[src/rtl/ex_mul_unit_pkg.sv]
// Shared definitions for the EX-stage iterative multiplier: FSM encoding and default sizes.
package ex_mul_unit_pkg;

  localparam int MUL_WIDTH = 32;
  localparam int MUL_CNT_W = 5;

  typedef enum logic [1:0] {
    ST_IDLE = 2'd0,
    ST_RUN  = 2'd1,
    ST_DONE = 2'd2
  } mulState_t;

endpackage

[src/rtl/ex_mul_unit.sv]
// Iterative shift-add multiplier for the EX stage: fixed WIDTH+1 cycle stall, low WIDTH product bits.
// Signed operands are multiplied as magnitudes and the sign is reapplied to the truncated result.
module ex_mul_unit
  import ex_mul_unit_pkg::*;
#(
  parameter int WIDTH = MUL_WIDTH,
  parameter int CNT_W = MUL_CNT_W
) (
  input  logic             clk,
  input  logic             reset_n,
  input  logic             mul,
  input  logic             mul_signed,
  input  logic [0:WIDTH-1] opA,
  input  logic [0:WIDTH-1] opB,
  input  logic             flush,
  output logic             mul_stall,
  output logic [0:WIDTH-1] mul_result,
  output logic             mul_valid
);

  mulState_t        r_state;
  mulState_t        w_stateNext;
  logic [CNT_W-1:0] r_count;
  logic [0:WIDTH-1] r_magA;
  logic [0:WIDTH-1] r_magB;
  logic [0:WIDTH-1] r_acc;
  logic             r_neg;
  logic [0:WIDTH-1] r_mulResult;

  logic             w_start;
  logic             w_lastIter;
  logic             w_stall;
  logic [0:WIDTH-1] w_accNext;

  // Two's-complement negate when en is set; also yields |x| for signed operands.
  function automatic logic [0:WIDTH-1] condNeg(input logic [0:WIDTH-1] x, input logic en);
    return en ? -x : x;
  endfunction

  assign w_start    = mul & ~flush;
  assign w_lastIter = (r_count == CNT_W'(WIDTH - 1));
  assign w_accNext  = r_magB[WIDTH-1] ? (r_acc + r_magA) : r_acc;

  always_ff @(posedge clk or negedge reset_n) begin
    if (!reset_n) begin
      r_state <= ST_IDLE;
    end else begin
      r_state <= w_stateNext;
    end
  end

  always_comb begin
    w_stateNext = r_state;
    w_stall     = 1'b0;
    mul_valid   = 1'b0;
    case (r_state)
      ST_IDLE: begin
        if (w_start) begin
          w_stateNext = ST_RUN;
          w_stall     = 1'b1;
        end
      end
      ST_RUN: begin
        if (flush) begin
          w_stateNext = ST_IDLE;
        end else begin
          w_stall = 1'b1;
          if (w_lastIter) begin
            w_stateNext = ST_DONE;
          end
        end
      end
      ST_DONE: begin
        // The finished instruction still sits in ID/EX, so mul is not re-sampled here.
        w_stateNext = ST_IDLE;
        mul_valid   = ~flush;
      end
      default: begin
        w_stateNext = ST_IDLE;
      end
    endcase
  end

  // While reset is held the stall must drop at once, even if ID/EX still presents a multiply.
  assign mul_stall  = w_stall & reset_n;
  assign mul_result = r_mulResult;

  always_ff @(posedge clk or negedge reset_n) begin
    if (!reset_n) begin
      r_count     <= '0;
      r_magA      <= '0;
      r_magB      <= '0;
      r_acc       <= '0;
      r_neg       <= 1'b0;
      r_mulResult <= '0;
    end else begin
      case (r_state)
        ST_IDLE: begin
          if (w_start) begin
            r_magA  <= condNeg(opA, mul_signed & opA[0]);
            r_magB  <= condNeg(opB, mul_signed & opB[0]);
            r_neg   <= mul_signed & (opA[0] ^ opB[0]);
            r_acc   <= '0;
            r_count <= '0;
          end
        end
        ST_RUN: begin
          if (!flush) begin
            r_acc   <= w_accNext;
            r_magA  <= r_magA << 1;
            r_magB  <= r_magB >> 1;
            r_count <= r_count + CNT_W'(1);
            if (w_lastIter) begin
              r_mulResult <= condNeg(w_accNext, r_neg);
            end
          end
        end
        default: begin
        end
      endcase
    end
  end

endmodule

[config.mk]
export PLATFORM = sky130hd
export DESIGN_NAME = ex_mul_unit
export DESIGN_NICKNAME = d
export VERILOG_FILES = /design/src/rtl/ex_mul_unit_pkg.sv /design/src/rtl/ex_mul_unit.sv
export SDC_FILE = /design/constraint.sdc
export NUM_CORES = 1
export LEC_CHECK = 0
export ABC_AREA = 1
export ABC_CLOCK_PERIOD_IN_PS = 3000
export BUFFER_PORTS_ARGS = -buffer_cell sky130_fd_sc_hd__buf_2
export CORE_ASPECT_RATIO = 0.7
export CORE_UTILIZATION = 60
export DETAILED_ROUTE_END_ITERATION = 8
export GPL_ROUTABILITY_DRIVEN = 0
export PLACE_DENSITY = 0.91
export SLEW_MARGIN = 25
export SYNTH_ARGS = -nofsm -noshare
export SYNTH_HDL_FRONTEND = slang
export SYNTH_SLANG_ARGS = --single-unit
[constraint.sdc]
create_clock -name clk -period 3 [get_ports clk]
set_input_delay 0.15 -clock clk [delete_from_list [all_inputs] [get_ports clk]]
set_output_delay 0.15 -clock clk [all_outputs]
set_load 0.1 [all_outputs]
# Word level (Yosys, flattened, before mapping)
# Index checks and enable logic that the tools add are counted.
[word_totals]
regBits = 136
inputBits = 69
out_inout_bits = 34
wordCells = 55
[op_classes]
addsub = 5
n_eq_ne = 6
n_mux = 24
bitwise = 7
reduce_logical = 6
[ops]
columns = ["op", "n"]
rows = [
  ["$mux 32", 10],
  ["$pmux 32 s2", 3],
  ["$neg 32->32", 3],
  ["$add 32x32->32", 1],
  ["$mux 5", 2],
  ["$pmux 5 s2", 1],
  ["$mux 2", 3],
  ["$reduce_and 3->1", 2],
  ["$add 5x1->5 const B", 1],
  ["$and 1x1->1", 5],
  ["$eq 5x5->1 const B", 1],
  ["$ne 2x2->1 const B", 2],
  ["$pmux 2 s2", 1],
  ["$reduce_and 2->1", 2],
  ["$mux 1", 3],
  ["$ne 3x3->1 const B", 1],
  ["$eq 2x1->1 const B", 1],
  ["$eq 2x2->1 const B", 1],
  ["$logic_not 2->1", 1],
  ["$pmux 1 s2", 1],
  ["$reduce_bool 2->1", 1],
  ["$not 1->1", 1],
  ["$xor 1x1->1", 1],
]

# Logic depth before layout (Yosys ltp)
# Gate-level depths: netlist of the first run.
[logic_depth]
word_depth = 5
ltp_mapped = 22
ltp_nobuf = 22

# Worst setup path before layout of the first run
# OpenSTA, ideal clock, no wires.
[synth_path]
path_kind = "reg2out"
from = "register r_state[1]"
to = "output mul_stall"
arrival_time_ps = 2854
t_required_ps = 2850
setup_slack_ps = -4
stages_incl_launch_ff = 8
path_buffers = 2
path_cell_list = "dfrtp_1 > nor2_2 > inv_1 > nor2_1 > nor2_1 > clkbuf_1 > buf_1 > nor2_1"
[synth_via]
elab_chain_len = 3
word_cells_on_any_way = 4
cone_classes = "eq/ne: 1; mux: 1; bitwise: 1; reduce/logical: 1"
[synth_lines]
columns = ["element", "line_no", "rtl"]
rows = [
  ["start: declaration", "ex_mul_unit.sv:21", "mulState_t r_state;"],
  ["start signal: assignment", "ex_mul_unit.sv:48", "r_state <= w_stateNext;"],
  ["$eq 2x1->1 or $logic_not 2->1 (tied branches)", "ex_mul_unit.sv:56", "case (r_state)"],
  ["$pmux 1 s2 (*)", "ex_mul_unit.sv:56", ""],
  ["$and 1x1->1 (*)", "ex_mul_unit.sv:85", "assign mul_stall = w_stall & reset_n;"],
  ["end: declaration", "ex_mul_unit.sv:16", "output logic mul_stall,"],
]
# Every way passes the cells marked *; elsewhere a longest branch is shown, timed or not.

# Worst setup path in the final report of the first run
[layout_path]
from = "register r_acc[31] (netlist bit)"
to = "register r_mulResult (netlist bit mul_result[1])"
[layout_via]
elab_chain_len = 4
[layout_lines]
columns = ["element", "line_no", "rtl"]
rows = [
  ["start: declaration", "ex_mul_unit.sv:26", "logic [0:WIDTH-1] r_acc;"],
  ["start signal: assignment", "ex_mul_unit.sv:109", "r_acc <= w_accNext;"],
  ["$add 32x32->32", "ex_mul_unit.sv:42", "assign w_accNext = r_magB[WIDTH-1] ? (r_acc + r_magA) : r_acc;"],
  ["$mux 32 (*)", "ex_mul_unit.sv:42", ""],
  ["$neg 32->32", "ex_mul_unit.sv:37", "return en ? -x : x;"],
  ["$mux 32 (*)", "ex_mul_unit.sv:37", ""],
  ["end signal: assignment", "ex_mul_unit.sv:114", "r_mulResult <= condNeg(w_accNext, r_neg);"],
  ["end: declaration", "ex_mul_unit.sv:28", "logic [0:WIDTH-1] r_mulResult;"],
]
# Marked as above.
# A chain may end at the register's enable or synchronous reset.

==> results of run 1 <==
-- registers in the layout (all words and copies together), names as in the netlist --
name	cells
r_magA	32
r_count	5
r_acc	32
r_neg	1
mul_result	32
r_magB	32
r_state	2
-- layout by cell type (no fill, tap or decap), types with 9 or more instances in the layout --
master	n
ha_1	32
nand4_1	18
xnor2_1	14
buf_2	100
a21oi_1	76
nor2_2	13
buf_4	26
nand2_2	24
nor3_1	16
nand2_1	545
xor2_1	26
dfrtp_1	136
inv_1	233
nor2_4	9
nand3_2	11
o211ai_1	12
o21ai_0	185
o22ai_1	25
nand3_1	96
clkbuf_16	17
nor2_1	113
-- per-layer routing --
layer | share of wire | up-vias | track usage
li1 | - | 5634 | -
met1 | 0.42 | 5417 | 0.482
met2 | 0.44 | 688 | 0.532
met3 | 0.11 | 84 | 0.0742
met4 | 0.030 | 0 | 0.134
met5 | 0 | - | 0
-- final cells by class --
| class | count | share of cell area |
|---|---|---|
| sequential | 136 | 0.278 |
| timing repair buffer | 129 | 0.0602 |
| clock buffer | 21 | 0.0376 |
| multi-input combinational | 1262 | 0.514 |
| tap | 231 | 0.0236 |
| inverter | 236 | 0.0726 |
| clock inverter | 11 | 0.0140 |
-- through the flow --
stage | instance area (um^2) | std cells
floorplan | 10600 | 1690
global placement | 11400 | 1985
detailed placement | 11400 | 1985
CTS | 12000 | 2018
global route | 12200 | 2026
finish | 12200 | 2026
-- worst max path at each step --
stage / start / to / slack (ps) / cells after the start
6_report: r_acc[31] / mul_result[1] / 40 / 18
3_3_place_gp: r_magA[11] / mul_result[0] / 90 / 16
2_1_floorplan: r_magA[31] / mul_result[3] / 290 / 19
5_1_grt: r_acc[31] / mul_result[1] / -130 / 18
3_5_place_dp: r_magA[31] / mul_result[1] / 1 / 17
4_1_cts: r_magA[31] / mul_result[3] / 9 / 19
-- report_power, final --
group	switching [mW]	leakage, nW	internal (mW)
Clock	0.858	0.303	1.44
Sequential	0.341	1.77	2.26
Combinational	3.32	4.43	1.63
-- critical path, delay by kind of cell (launching register included) --
kind	cells	cell delay (ps)
AOI/OAI and AO/OA	1	150
buffers and inverters	1	30
and+or+nand+nor	13	1440
DFF	1	400
adders and majority gates	3	860
-- cell families after synthesis --
| kind of cell | share of synthesized area |
|---|---|
| and+or+nand+nor | 0.333 |
| AOI/OAI and AO/OA | 0.163 |
| buffers and inverters | 0.106 |
| DFF | 0.320 |
| xor gates and xnor gates | 0.0329 |
| adders and majority gates | 0.0442 |
-- repair_timing --
action                     in CTS  in global routing
resized for setup               4                 52
pin swaps                       1                 21
setup endpoints to repair       9                 17
hold buffers                    1                  0
hold endpoints to repair       69                  0
setup buffers                   0                  8
==> results.md, run 1 <==
* Footprint of the multi-input gates at 0.00629 mm^2
* R2R Setup Slk at 40 ps
* Worst slack, placed at 1.02 ps
* Final max-slew violation count at 0
* Hold Path Class: in2reg
* Via count at 11800
* Mapped cell area at 0.0106 mm^2
* Root Driver: clkbuf_16
* Top cells by area, synth: dfrtp_1, nand2_1, o21ai_0
* RR Endpoint: mul_result[1]
* Die X at 161 um
* Final hold violations at 0
* Mapped Cells at 1690
* Slew headroom at 0.390
* Max-Cap Viols at 0
* CTS Buf Count at 17
* Sinks on Clock Net at 136
* Sequential area share after synthesis at 0.320
* Clock skew at 7.37 ps
* Tmin final at 2960 ps
* LEAKAGE at 6.50 nW
* Die Y at 113 um
* Average vias per placed instance at 5.84
* Starting Density at 0.616
* Slowest stage cell on the critical path: fa_2
* PortBufs at 102
* List of most frequent post-synthesis cells: nand2_1, inv_1, o21ai_0
* First-pass GRT wire length at 50.9 mm
* Worst r2r src: r_acc[31]
* Final setup viols at 0
* Bufs on Longest Clock Path at 2
* Initial DRC Count at 1407
* H-tree depth at 4
* PD cells at 804 mW/mm^2
* Area growth syn-to-layout at 15.1%
* DRT Pass-1 Iters at 7
* Primary FF master, synth: dfrtp_1
* Yosys top cell by area: dfrtp_1
* CP Launch Type: flop
* Flip-flop and latch area at 0.00340 mm^2
* Ys Warns at 0
* Power, Total at 9.84 mW
* Fraction of registers with async set/reset at 1.00
* Worst-case reg-to-reg path depth at 18
* Nets at 1888
* Total nets after synthesis at 1796
* TNS Setup at 0 ps
* Vias in the first global route at 10700
* Die area at 0.0183 mm^2
* Most frequent cell after synthesis: nand2_1
* Critical Path Max Stage Delay at 450 ps
* Yosys cell types at 44
* Hold Path Depth at 4
* RSZ-0062 raised after global routing: true
* CP Max Fanout at 4
* DRC viols at 0
* Routed len/inst at 15.5 um
* HPWL Detailed at 22.1 mm
* Fin util at 0.709
* Share of the synthesized area in the top cell type at 0.320
* Hold Path Sink: r_magB[28]
* Status: complete, no violations
* Ant. Diodes at 0
* CP Cell Sequence: ha_2 -> fa_2 -> o21ai_2 -> ha_2 -> inv_2 -> nor2_1 -> nand3_1 -> nor2_2 -> nand2_2 -> nor2_4 -> nand3_2 -> nor2_2 -> nand3_2 -> nand2_4 -> nand2_2 -> nand2_1 -> nand3_1 -> nand2_1
* Layout cells sized above 1 at 0.131
* Drt total wl at 31.4 mm
* Critical path class: reg2reg
* Final setup margin at 37.2 ps
* Gr usage total at 0.347
* F_max at 338 MHz
* Clk_lat worst skew at 440 ps
* Worst Path Arrival at 3340 ps
* VDD IR-drop max at 0.473 mV
* Total congestion overflow at 0
* Fill count at 1417
* Initial antenna violation count at 0
* #FFs+latches synth at 136
* Min Hold Slack at 47.0 ps
* FP Rows at 40
* Final ANT Viol Nets at 0
* Clk slew on worst S/H paths at 60 ps
* CTS tree: built
* Slew of the pin with the lowest slew margin at 914 ps
* Core ar. at 0.0173 mm^2
* Number of synthesized flops with an enable pin at 0
* Pin count of the biggest net entering global routing at 73
* Io pins at 103
* Syn avg cell area at 6.29 um^2
* Critical Path RT at 3380 ps
* CP endpoint kind: flop
* Hold Startpoint: opB[28]
* Period utilization at 0.988
Power figures use the tool's default switching activity.
==> inputs of run 2 (changes only) <==
--- a/config.mk
+++ b/config.mk
@@ -9,10 +9,10 @@
 export ABC_CLOCK_PERIOD_IN_PS = 3000
 export BUFFER_PORTS_ARGS = -buffer_cell sky130_fd_sc_hd__buf_2
 export CORE_ASPECT_RATIO = 0.7
-export CORE_UTILIZATION = 60
+export CORE_UTILIZATION = 39
 export DETAILED_ROUTE_END_ITERATION = 8
 export GPL_ROUTABILITY_DRIVEN = 0
-export PLACE_DENSITY = 0.91
+export PLACE_DENSITY = 0.66
 export SLEW_MARGIN = 25
 export SYNTH_ARGS = -nofsm -noshare
 export SYNTH_HDL_FRONTEND = slang
==> run 2 against run 1 <==
Against the previous run:
- sequential share of layout area down 0.31 points
- via count down 5.2%
- worst setup slack better by 140 ps
- sequential power about the same
- worst hold slack worse by 2.7 ps
- die area up 53%
- combinational power down 1%
- count of clock-buffer cells in the layout down 3
- cell count up 6.3%
- fmax up 4.8%
- power down 3.1%
- critical endpoint is now mul_result[3]
- largest cell class unchanged
==> results.md, run 2 (synthesis results as in run 1) <==
* Status: complete, no violations
* Die X at 199 um (+24%)
* Commonest cells after routing, fill and taps aside: nand2_1, inv_1, o21ai_0
* Area growth syn-to-layout at 16.4%
* Final ANT Viol Nets at 0 (unchanged)
* Hold Path Sink: r_magB[28]
* Sw frac at 0.468 (+0.00907)
* Clock skew at 9.59 ps (+2.22 ps)
* F_max at 354 MHz (+4.8%)
* CP Launch Type: flop
* CP endpoint kind: flop
* Vias in the first global route at 10300 (-3.2%)
* Final setup viols at 0 (unchanged)
* TNS Setup at 0 ps (unchanged)
* Clk slew on worst S/H paths at 60 ps (about the same)
* RSZ-0062 raised after global routing: true
* Dpl cells at 2121 (+6.9%)
* Average vias per placed instance at 5.20 (-11%)
* Fill count at 2801 (+98%)
* Pin count of the biggest net entering global routing at 78 (+6.8%)
* Slowest stage cell on the critical path: fa_2
* First-pass GRT wire length at 51.9 mm (+2.0%)
* Drt total wl at 31.9 mm (+1.3%)
* Internal Power at 5.07 mW (-4.7%)
* Hold Startpoint: opB[28]
* Worst-case reg-to-reg path depth at 19 (+1)
* Sinks on Clock Net at 136 (unchanged)
* Root Driver: clkbuf_16
* Critical path class: reg2reg
* Max-Cap Viols at 0 (unchanged)
* Initial DRC Count at 979 (-30%)
* Hold Path Depth at 4 (unchanged)
* P_sw at 4.46 mW (-1.2%)
* Final setup margin at 173 ps (+136 ps)
* Fin util at 0.462 (-0.247)
* Post-CTS Setup Bufs at 0 (unchanged)
* Final hold violations at 0 (unchanged)
* PD cells at 770 mW/mm^2 (-4.2%)
* Slew headroom at 0.444 (+0.0547)
* Sequential share of power at 0.274 (+0.010)
* Top cell by count, worst path: nand2_1
* Die area at 0.0279 mm^2 (+53%)
* FP Rows at 50 (+25%)
* CTS Buf Count at 17 (unchanged)
* Final max-slew violation count at 0 (unchanged)
* Tmin final at 2830 ps (-136 ps)
* DRT Pass-1 Iters at 5 (-2)
* Worst slack, placed at -8.45 ps (-9.47 ps)
* Slew of the pin with the lowest slew margin at 832 ps (-81.9 ps)
* Period utilization at 0.942 (-0.0452)
* CP Cell Sequence: ha_2 -> fa_2 -> o21ai_2 -> ha_2 -> inv_1 -> nor2_1 -> nand3_1 -> nor2_2 -> nand2_2 -> nor2_4 -> nand2_1 -> nor2_2 -> nand2_2 -> nor2_4 -> nand2_2 -> nand2_1 -> nand2_1 -> nand3_1 -> nand2_1
* Layout cells sized above 1 at 0.135 (+0.00428)
* Die Y at 140 um (+24%)
* CTS tree: built
* Starting Density at 0.397 (-0.219)
* LEAKAGE at 6.44 nW (-0.89%)
* Clock share of power at 0.215 (-0.018)
* Clk_lat worst skew at 440 ps (about the same)
* Initial antenna violation count at 0 (unchanged)
* Post-Layout Cell Count at 2154 (+6.3%)
* RR Endpoint: mul_result[3]
* Routed len/inst at 14.8 um (-4.7%)
* H-tree depth at 4 (unchanged)
* VDD IR-drop max at 0.431 mV (-8.8%)
* Critical Path Max Stage Delay at 410 ps (-40 ps)
* Worst r2r src: r_magA[31]
* Hold Path Class: in2reg
* Io pins at 103 (unchanged)
* Total congestion overflow at 0 (unchanged)
* Core ar. at 0.0268 mm^2 (+55%)
* Logic pwr share at 0.512 (+0.009)
* Nets at 1883 (-0.26%)
* PortBufs at 102 (unchanged)
* Gr usage total at 0.234 (-0.112)
* R2R Setup Slk at 170 ps (+140 ps)
* CP Max Fanout at 4 (unchanged)
* Critical Path RT at 3330 ps (-50 ps)
* Bufs on Longest Clock Path at 2 (unchanged)
* HPWL Detailed at 23.8 mm (+7.7%)
* Ant. Diodes at 0 (unchanged)
* Via count at 11200 (-5.2%)
* DRC viols at 0 (unchanged)
* Worst Path Arrival at 3150 ps (-190 ps)
* Most common cell after layout, fill and taps aside: nand2_1
run 2: what timing repair did:
| action | in CTS | in global routing |
|---|---|---|
| pin swaps | 1 | 9 |
| hold buffers | 1 | 0 |
| setup endpoints to repair | 3 | 18 |
| resized for setup | 1 | 64 |
| endpoints found under the hold margin | 59 | 0 |
run 2: worst max-delay path by stage:
stage,slack [ps],cells after the start,from,endpoint
after floorplan,290,19,r_magA[31],mul_result[3]
after global placement,-60,16,r_acc[11],mul_result[0]
after detailed placement,-8,19,r_magA[31],mul_result[3]
after CTS,20,19,r_magA[31],mul_result[3]
after global routing,-70,16,r_magA[7],mul_result[5]
final,170,19,r_magA[31],mul_result[3]
run 2: per-layer routing:
layer  GRT usage  up-vias  routed length [um]
met2       0.348      361               13600
met4      0.0595        0                 476
met3      0.0453       34                2230
met5           0        -                   0
met1       0.346     5191               15600
li1            -     5617                   -
run 2: cell type report:
type / instances / area (um^2) / share of cell area
timing repair buffer: 124 / 697 / 0.0563
multi-input combinational: 1262 / 6370 / 0.515
clock inverter: 14 / 126 / 0.0102
clock buffer: 18 / 439 / 0.0355
inverter: 236 / 888 / 0.0717
sequential: 136 / 3400 / 0.275
tap: 364 / 455 / 0.0368
run 2: worst max-delay path: cells and delay by family, from the launching register on:
family	cells	cell delay, ps
DFF	1	380
and+or+nand+nor	14	1340
buffers and inverters	1	50
adders and majority gates	3	800
AOI/OAI and AO/OA	1	150
run 2: metrics by stage:
step / power [mW] / area (um^2) / hold slack, ps
floorplan: 6.00 / 10600 / -146
global placement: 7.08 / 11500 / 188
detailed placement: 7.15 / 11500 / 182
CTS: 9.24 / 12100 / 35.5
global route: 10.4 / 12400 / 47.8
finish: 9.54 / 12400 / 44.3
run 2: power by group through the flow:
stage	combinational, mW	clock (mW)	sequential (mW)
CTS	4.58	2.08	2.58
global route	5.54	2.17	2.66
floorplan	3.46	0	2.55
global placement	4.47	0	2.60
finish	4.88	2.05	2.61
detailed placement	4.54	0	2.61
==> inputs of run 3 (changes only) <==
==> constraint.sdc (replaced) <==
create_clock -name clk -period 3 [get_ports clk]
set_input_delay 0.6 -clock clk [delete_from_list [all_inputs] [get_ports clk]]
set_output_delay 0.6 -clock clk [all_outputs]
set_load 0.1 [all_outputs]
==> run 3 against run 2 <==
Against the previous run:
- the run now ends with DRC left
- first-iteration DRC count fell by 1.4%
- non-clock buffer count grew 7
- critical path depth fell by 2
- worst hold slack improved by 160 ps
- routed wire length down 0.64%
- combinational power grew 3%
- worst setup slack worse by 42 ps
- clock power increased by 11%
==> results.md, run 3 (synthesis results as in run 1) <==
* CP endpoint kind: flop
* Final ANT Viol Nets at 0 (unchanged)
* Die area at 0.0279 mm^2 (unchanged)
* Tmin final at 2870 ps (+42.4 ps)
* Most common cell after layout, fill and taps aside: nand2_1
* Fill count at 2815 (+0.50%)
* Sinks on Clock Net at 136 (unchanged)
* Period utilization at 0.957 (+0.0141)
* Slew headroom at 0.367 (-0.0771)
* Hold Buf Count CTS at 0 (-1)
* First-pass GRT wire length at 52.0 mm (+0.25%)
* H-tree depth at 4 (unchanged)
* LEAKAGE at 6.49 nW (+0.73%)
* Commonest cells after routing, fill and taps aside: nand2_1, inv_1, o21ai_0
* Root Driver: clkbuf_16
* Clock skew at 10.1 ps (+0.562 ps)
* Nets at 1890 (+0.37%)
* Initial DRC Count at 965 (-1.4%)
* PD cells at 791 mW/mm^2 (+2.8%)
* Die Y at 140 um (unchanged)
* Average vias per placed instance at 5.14 (-1.2%)
* Max-Cap Viols at 0 (unchanged)
* Final max-slew violation count at 0 (unchanged)
* RSZ-0062 raised after global routing: true
* Final setup viols at 0 (unchanged)
* Clk_lat worst skew at 450 ps (about the same)
* Die X at 199 um (unchanged)
* Failing checks: DRC
* Drt total wl at 31.7 mm (-0.64%)
* Hold Path Class: in2async
* Worst Path Arrival at 3200 ps (+50 ps)
* DRC viols at 2 (+2)
* Core ar. at 0.0268 mm^2 (unchanged)
* Gr usage total at 0.236 (+0.00197)
* Critical path class: reg2reg
* Area growth syn-to-layout at 18.0%
* F_max at 348 MHz (-1.5%)
* HPWL Detailed at 23.7 mm (-0.37%)
* Status: complete, but fails checks
* Power, Total at 9.93 mW (+4.2%)
* Via count at 11100 (-0.79%)
* Vias in the first global route at 10200 (-1.5%)
* CTS Buf Count at 17 (unchanged)
* Initial antenna violation count at 2 (+2)
* Layout cells sized above 1 at 0.144 (+0.00838)
* VDD IR-drop max at 0.423 mV (-2.0%)
* Slew of the pin with the lowest slew margin at 947 ps (+115 ps)
* FP Rows at 50 (unchanged)
* Pin count of the biggest net entering global routing at 137 (+76%)
* Starting Density at 0.397 (unchanged)
* PortBufs at 102 (unchanged)
* Fin util at 0.469 (+0.00626)
* Bufs on Longest Clock Path at 2 (unchanged)
* CP Launch Type: flop
* Io pins at 103 (unchanged)
* Total congestion overflow at 0 (unchanged)
* Final hold violations at 0 (unchanged)
* DRT Pass-1 Iters at 7 (+2)
* Routed len/inst at 14.6 um (-1.1%)
* CTS tree: built
* Critical Path RT at 3330 ps (about the same)
* Clk slew on worst S/H paths at 70 ps (about the same)
* CP Max Fanout at 3 (-1)
## run 3: cell type report
class | instances | area, um^2 | area share
flip-flops and latches | 136 | 3400 | 0.271
repair buffers | 131 | 762 | 0.0607
multi-input cells | 1262 | 6410 | 0.511
inverters | 236 | 888 | 0.0708
diodes | 2 | 5.00 | 0.000399
well taps | 364 | 455 | 0.0363
clock buffers | 18 | 439 | 0.0350
clock inverters | 14 | 184 | 0.0147
## run 3: layer usage
metal,share of wire,vias up,GRT usage,wire length [um]
met3,0.070,43,0.0431,2220
met5,0.00041,-,0,13
met2,0.42,355,0.343,13300
li1,-,5616,-,-
met1,0.49,5099,0.355,15600
met4,0.017,2,0.0651,552
## run 3: power breakdown
part           leakage, nW  total, mW  internal (mW)  switching (mW)
sequential            1.77       2.63           2.26           0.371
clock                0.300       2.28           1.35           0.928
combinational         4.42       5.03           1.75            3.28
total                 6.49       9.93           5.36            4.57
## run 3: final timing paths
check | startpoint | to | slack, ps | cells after the start
hold / removal | reset_n | r_magB[3] | 200 | 2
max in group asynchronous | reset_n | r_acc[4] | 2080 | 2
setup reg to reg | r_magA[31] | mul_result[1] | 130 | 17
min in group clk | mul_result[5] | mul_result[5] | 470 | 2
hold reg to reg | mul_result[5] | mul_result[5] | 470 | 2
setup / recovery | r_magA[31] | mul_result[1] | 130 | 17
## run 3: what timing repair did
| action | in CTS | in global routing |
|---|---|---|
| endpoints found under the setup margin | 0 | 18 |
| endpoints found under the hold margin | 0 | 0 |
| resized for setup | 0 | 72 |
| setup buffers | 0 | 2 |
## run 3: stage by stage
stage | hold slack [ps] | setup TNS, ps | cell area, um^2 | cells | setup WS, ps
2_1_floorplan | 304 | 0 | 10600 | 1690 | 220
3_3_place_gp | 461 | 0 | 11600 | 2127 | 109
3_5_place_dp | 464 | 0 | 11600 | 2127 | 18.3
4_1_cts | 324 | 0 | 12200 | 2159 | 3.13
5_1_grt | 324 | -167 | 12500 | 2162 | -72.7
6_report | 200 | 0 | 12500 | 2163 | 130
## run 3: critical path, stage by stage (launching register included)
cell	delay, ps
dfrtp_1	390
ha_2	190
fa_2	440
o21ai_2	140
ha_2	190
inv_2	40
nor2_2	80
nand3_2	100
nor2_2	180
nand2_2	90
nor2_4	160
nand3_2	120
nor2_2	180
nand3_2	130
nand2_1	120
nand3_1	80
nand3_1	80
nand2_1	60
